==> config.mk <==
export PLATFORM = sky130hd
export DESIGN_NAME = gf180mcu_fd_sc_mcu7t5v0__mux4_rr_arb
export DESIGN_NICKNAME = d
export VERILOG_FILES = /design/src/rtl/gf180mcu_fd_sc_mcu7t5v0__mux4_rr_arb.sv
export SDC_FILE = /design/constraint.sdc
export NUM_CORES = 1
export LEC_CHECK = 0
export BUFFER_PORTS_ARGS = -buffer_cell sky130_fd_sc_hd__buf_2
export CORE_ASPECT_RATIO = 1.1
export CORE_MARGIN = 2
export CORE_UTILIZATION = 41
export CTS_CLUSTER_DIAMETER = 200
export CTS_CLUSTER_SIZE = 30
export DETAILED_ROUTE_END_ITERATION = 7
export GPL_TIMING_DRIVEN = 0
export PLACE_DENSITY = 0.69
export SLEW_MARGIN = 25
export SYNTH_ARGS = -nofsm -noshare
export SYNTH_HDL_FRONTEND = slang
export SYNTH_SLANG_ARGS = --single-unit
==> constraint.sdc <==
create_clock -name CLK -period 7.18 [get_ports CLK]
set_input_delay 0.359 -clock CLK [delete_from_list [all_inputs] [get_ports CLK]]
set_output_delay 0.359 -clock CLK [all_outputs]
set_load 0.01 [all_outputs]
==> src/rtl/gf180mcu_fd_sc_mcu7t5v0__mux4_rr_arb.sv <==
// Round-robin arbiter for a shared 4:1 mux cell.
// Drives the mux select pair S1/S0 and returns a registered one-hot grant.
// A tenure limit forces rotation when others wait. An optional dead gap
// between grants gives break-before-make switching of the mux output.
module gf180mcu_fd_sc_mcu7t5v0__mux4_rr_arb #(
  parameter int HOLD_MAX = 8,
  parameter int SW_GAP   = 1
) (
  input  logic       CLK,
  input  logic       RN,
  input  logic [3:0] REQ,
  output logic [3:0] GNT,
  output logic       S0,
  output logic       S1,
  output logic       ZV,
  output logic       BUSY
);

  localparam int TW = $clog2(HOLD_MAX + 1);
  localparam logic [TW-1:0] TEN_MAX  = TW'(HOLD_MAX);
  localparam logic [1:0]    GAP_INIT = (SW_GAP > 0) ? 2'(SW_GAP - 1) : 2'd0;

  typedef enum logic [1:0] {IDLE, GRANT, GAP} state_t;

  state_t        state, state_n;
  logic [1:0]    last, last_n;
  logic [TW-1:0] ten, ten_n;
  logic [1:0]    gcnt, gcnt_n;
  logic [3:0]    gnt_n;
  logic [1:0]    sel_n;
  logic [2:0]    arb;
  logic          do_arb;
  logic          give_up;

  // Round-robin pick: {found, index}. Scans from lowest priority (prev itself)
  // up to highest (prev+1) so the final hit is the highest-priority requester.
  function automatic logic [2:0] rr_pick(input logic [3:0] req, input logic [1:0] prev);
    logic [2:0] res;
    logic [1:0] idx;
    res = 3'b000;
    for (int k = 4; k >= 1; k--) begin
      idx = prev + 2'(k);
      if (req[idx]) res = {1'b1, idx};
    end
    return res;
  endfunction

  // Next-state logic: release/preempt handling, gap countdown, arbitration.
  always_comb begin
    state_n = state;
    last_n  = last;
    ten_n   = ten;
    gcnt_n  = gcnt;
    gnt_n   = GNT;
    sel_n   = {S1, S0};
    arb     = rr_pick(REQ, last);
    do_arb  = 1'b0;
    // Release wins over preempt, but both end the tenure identically.
    give_up = !REQ[last] ||
              ((ten == TEN_MAX) && ((REQ & ~(4'b0001 << last)) != 4'b0000));

    case (state)
      IDLE: do_arb = 1'b1;
      GRANT: begin
        if (give_up) begin
          gnt_n = 4'b0000;
          ten_n = '0;
          if (SW_GAP > 0) begin
            state_n = GAP;
            gcnt_n  = GAP_INIT;
          end else begin
            do_arb = 1'b1;
          end
        end else if (ten != TEN_MAX) begin
          ten_n = ten + 1'b1;
        end
      end
      GAP: begin
        if (gcnt == 2'd0) do_arb = 1'b1;
        else              gcnt_n = gcnt - 2'd1;
      end
      default: state_n = IDLE;
    endcase

    // Select lines only move together with a fresh grant, never mid-tenure.
    if (do_arb) begin
      if (arb[2]) begin
        state_n = GRANT;
        gnt_n   = 4'b0001 << arb[1:0];
        sel_n   = arb[1:0];
        last_n  = arb[1:0];
        ten_n   = TW'(1);
      end else begin
        state_n = IDLE;
        gnt_n   = 4'b0000;
        ten_n   = '0;
      end
    end
  end

  // State and output registers; reset clears grant and select at once.
  always_ff @(posedge CLK or negedge RN) begin
    if (!RN) begin
      state    <= IDLE;
      last     <= 2'd3;
      ten      <= '0;
      gcnt     <= 2'd0;
      GNT      <= 4'b0000;
      {S1, S0} <= 2'b00;
      ZV       <= 1'b0;
      BUSY     <= 1'b0;
    end else begin
      state    <= state_n;
      last     <= last_n;
      ten      <= ten_n;
      gcnt     <= gcnt_n;
      GNT      <= gnt_n;
      {S1, S0} <= sel_n;
      ZV       <= |gnt_n;
      BUSY     <= (state_n != IDLE);
    end
  end

endmodule

======== Word-level counts from Yosys, hierarchy flattened ========
Index checks and enable logic that the tools add are counted.
word-level totals
  flip-flop bits (word level) ............. 18
  input bits .............................. 6
  output and inout port bits .............. 8
  word-level logic and storage cells ...... 73
cells by class
  add/subtract/negate cells ............... 5
  order comparisons ....................... 4
  equality and inequality tests ........... 6
  shifts and indexed selects .............. 2
  multiplexer cells ....................... 30
  bitwise logic cells ..................... 2
  reductions and logical operators ........ 15
operators with widths
  kind                   number
  $mux W4                8
  $lt A2 B3 Y1 const B   4
  $mux W3                4
  $bmux W1 S2            4
  $mux W2                4
  $pmux W2 S2            2
  $shl A1 B2 Y4 const A  2
  $mux W1                7
  $reduce_bool A2 Y1     3
  $add A2 B2 Y2 const B  2
  $add A4 B1 Y4 const B  1
  $and A4 B4 Y4          1
  $eq A4 B4 Y1 const B   1
  $logic_not A2 Y1       2
  $ne A2 B2 Y1 const B   2
  $ne A4 B4 Y1 const B   1
  $not A4 Y4             1
  $reduce_and A2 Y1      2
  $reduce_bool A4 Y1     1
  $reduce_or A4 Y1       1
  $reduce_and A3 Y1      1
  $reduce_bool A3 Y1     1
  $add A2 B1 Y2 const B  1
  $eq A2 B1 Y1 const B   1
  other kinds (7)        7

======== Depth between registers and ports, before layout ========
  depth after elaboration ................. 10
  depth in mapped cells ................... 8
  mapped depth without buffers ............ 7

======== Worst setup path after synthesis ========
OpenSTA, ideal clock, no wires.
  kind .................................... register to register
  from .................................... register last[1]
  to ...................................... register GNT[2]
  library setup time ...................... 118 ps
  arrival time ............................ 2358 ps
  required time ........................... 7062 ps
  slack ................................... 4704 ps
  stages on the path, launching flop included .. 9
  path buffers ............................ 1
  period minus slack after synthesis ...... 2476 ps
  cells stage by stage .................... dfstp_2 -> clkbuf_1 -> inv_1 -> ha_1 -> mux4_2 -> o221a_4 -> nor3_4 -> nor3_2 -> a21o_1
between the ends
  longest elaborated chain between the ends .. 9
  elaborated cells between the ends (all ways) .. 27
  those cells by class .................... add/sub (3); shift (2); mux (16); bitwise (2); reduce/logical (4)
RTL lines
  item                                                         RTL line  source
  start: declaration                                           26        logic [1:0] last, last_n;
  start signal: assignment                                     114       last <= last_n;
  $add A2 B2 Y2, or another cell as far along                  42        idx = prev + 2'(k);
  $bmux W1 S2, or another cell as far along                    43        if (req[idx]) res = {1'b1, idx};
  $mux W1 (not written as such), or another cell as far along  43
  $mux W3 or $reduce_bool A4 Y1 (tied branches)                43, 60
  $mux W3 or $logic_and A1 B1 Y1 (tied branches)               43, 60
  $mux W3 or $logic_or A1 B1 Y1 (tied branches)                43, 59
  $shl A1 B2 Y4 or $mux W4 (tied branches)                     89, 65
  $mux W4, on equally long branches                            87, 62
  $mux W4 *                                                    86        if (do_arb) begin
  net gnt_n[2]                                                 29        logic [3:0] gnt_n;
  end signal: assignment                                       117       GNT <= gnt_n;
  end: declaration                                             12        output logic [3:0] GNT,
The timed path passes the listed nets; every way through them passes the cells marked *. The select of a mux whose other input is x is not followed.
A chain may end at the register's enable or synchronous reset.

======== Worst setup path after layout ========
Same ends and word-level chain as after synthesis.

==> results.toml <==
[status]
status = "complete, no violations"

[global_route]
grt_pass1_wl_um = 3620
grt_use_total = 0.158
antenna_found_initial = 0
grt_pass1_vias = 805
grt-ovfl-total = 0
grt_max_degree = 19

[cells_and_area]
final_core_util = 0.493
drive_above_1_share = 0.230
stdcell_area_um2 = 1250
antennaDiodeCount = 0
syn_to_final_growth_pct = 13.1
fin_nets = 140

[timing]
hold_violations = 0
setup_viol = 0
maxSlewHeadroom = 0.726
tightest_slew_ns = 0.409
fmax_mhz = 368
finalCritPeriodShare = 0.378
finalCriticalPeriod_ns = 2.72
fin_setup_tns_ns = 0
rsz0062_at_grt = "false"
whs_ns = 0.486
drv_slew = 0
fin_skew_ns = 0.00289

[worst_setup_path]
arrival_ns = 2.91
reg2reg_depth = 8
path_buf_inv = 2
path_depth = 8
crit_type = "register to register"
crit_family = "flip-flops"
path_cells = "clkbuf_1, inv_1, ha_1, mux4_2, o221a_4, nor3_4, nor3_2, a21o_1"
critPathMaxStageDelay_ns = 0.56
end_kind = "register"
critical_path.max_fanout = 7
crit_slowest_cell = "dfstp_2"
startpoint_type = "register"
required_ns = 7.38

[synth]
synth_area_leaders = "dfrtp_1 36%, ha_1 7.9%, dfstp_2 4.7%, mux4_2 4.1%, o21ai_1 3.2%"
ys_seq_area_frac = 0.408
syn-num-nets = 122
netlist.top_cell.by_area = "dfrtp_1"
syn_avg_cell_area_um2 = 10.2
ys_seq_elements = 18
synthDistinctLibCells = 41
synthTopCellsByCount = "16 x dfrtp_1, 9 x nand2_1, 9 x nor2_1"
synth_warnings = 0
synthCells = 109
syn_area_um2 = 1110
synthFlopType = "dfrtp_1"
post-synth-top-count-cell = "dfrtp_1"
synth-edff-count = 0
synth_top_area_share = 0.361
async_flop_share = 1.00

[clocking]
clk_latency_ns = 0.29
cts_setup_buffers = 0
cts_root_buffer = "clkbuf_4"
cts_tree = "built"
cts_buffers = 3
cts_sinks = 18
clockBufferDepth = 2
htreeDepth = 1
clkTransAtPathRegs_ns = 0.10

[job]
drv_cap = 0

[placement]
port_buffers = 12
post_dp_cell_area_um2 = 1210
gp_congestion = 0.758
hpwl_um = 1620

[min_path]
hold_class = "register to register"
holdPathStages = 2

[floorplanning]
design.die.area_um2 = 3140
die_h_um = 58.6
core_um2 = 2540
pin_count = 14
start_util = 0.436
die_w_um = 53.6
rows = 19

[drt]
vias = 872
via_per_inst = 5.55
ant_nets = 0
drt_wl_total_um = 2160
wl_per_cell_um = 13.7
drc = 0
drt_iter0_drc = 13
dr.pass1.iters = 4

[power_and_ir_drop]
vdd.ir_drop.worst_mv = 0.222
power.density_nw_per_um2 = 390
leakage_uw = 0.000574
power.total_uw = 489
[logic make-up after synthesis]
| group | after synthesis | synth area share |
|---|---|---|
| buffers and inverters | 10 | 0.0440 |
| muxes | 4 | 0.0597 |
| and+or+nand+nor | 39 | 0.202 |
| DFF | 18 | 0.408 |
| AOI/OAI and AO/OA | 29 | 0.192 |
| xor gates and xnor gates | 2 | 0.0158 |
| adders and majority gates | 7 | 0.0789 |
[cell usage in the layout, fill, tap and decap left out, types with 2 or more instances in the layout]
cell type	n
dfrtp_1	16
buf_2	12
nor2_1	9
nand2_1	9
o21ai_1	7
ha_1	7
inv_1	6
a21oi_1	5
nor2b_1	4
nand2b_1	3
nand3b_1	3
a21o_1	3
clkbuf_4	3
mux4_2	2
nor3_2	2
a211oi_1	2
and2_1	2
o21ai_0	2
xor2_1	2
dfstp_2	2
[power by group]
part           total (µW)  internal, µW  switching [µW]
logic                 253           113             140
registers             172           142            30.6
clock network        63.1          30.9            32.1
[what timing repair did]
| item | CTS | global route |
|---|---|---|
| hold buffers | 1 | 0 |
| resized for setup | 0 | 0 |
| endpoints found under the hold margin | 16 | 0 |
[cell type report]
class / instances / area (µm²)
repair buffers: 13 / 70.1
plain buffers: 3 / 22.5
fillers: 235 / 1290
clock buffers: 4 / 36.3
well taps: 31 / 38.8
flip-flops and latches: 18 / 453
multi-input cells: 81 / 608
inverters: 7 / 26.3
[routing by layer]
layer / part of all wire / wire length (µm) / track usage / vias up
met5: 0 / 0 / 0 / -
met4: 0.0074 / 16 / 0.0440 / 0
met3: 0.038 / 81 / 0.0381 / 2
met2: 0.50 / 1090 / 0.268 / 17
met1: 0.45 / 972 / 0.198 / 426
li1: - / - / - / 427
[worst register-to-register path: cells and delay by family, from the launching register on]
kind / cells / cell delay, ns
AOI/OAI and AO/OA: 2 / 0.43
buffers and inverters: 2 / 0.44
adders and majority gates: 1 / 0.35
muxes: 1 / 0.55
and+or+nand+nor: 2 / 0.30
DFF: 1 / 0.56
[stage by stage]
stage | setup WS, ns | std cells
3_5_place_dp | 4.49 | 152
2_1_floorplan | 4.70 | 109
4_1_cts | 4.46 | 157
5_1_grt | 4.33 | 157
6_report | 4.46 | 157
3_3_place_gp | 4.52 | 152
[final timing paths]
path	from	end	slack (ns)
worst min-delay path	S0$_DFFE_PN0P_	S0$_DFFE_PN0P_	0.49
worst min register to register	S0$_DFFE_PN0P_	S0$_DFFE_PN0P_	0.49
min in group asynchronous	RN	gcnt[1]$_DFFE_PN0P_	0.51
worst max-delay path	last[1]$_DFFE_PN1P_	GNT[2]$_DFF_PN0_	4.46
worst max register to register	last[1]$_DFFE_PN1P_	GNT[2]$_DFF_PN0_	4.46
max in group asynchronous	RN	last[0]$_DFFE_PN1P_	6.35
[registers in the layout (all words and copies together), names as in the netlist]
register,cells
S1,1
gcnt,2
ten,4
last,2
S0,1
state,2
ZV,1
GNT,4
BUSY,1
Note: power is estimated with default switching activity, not from simulation.
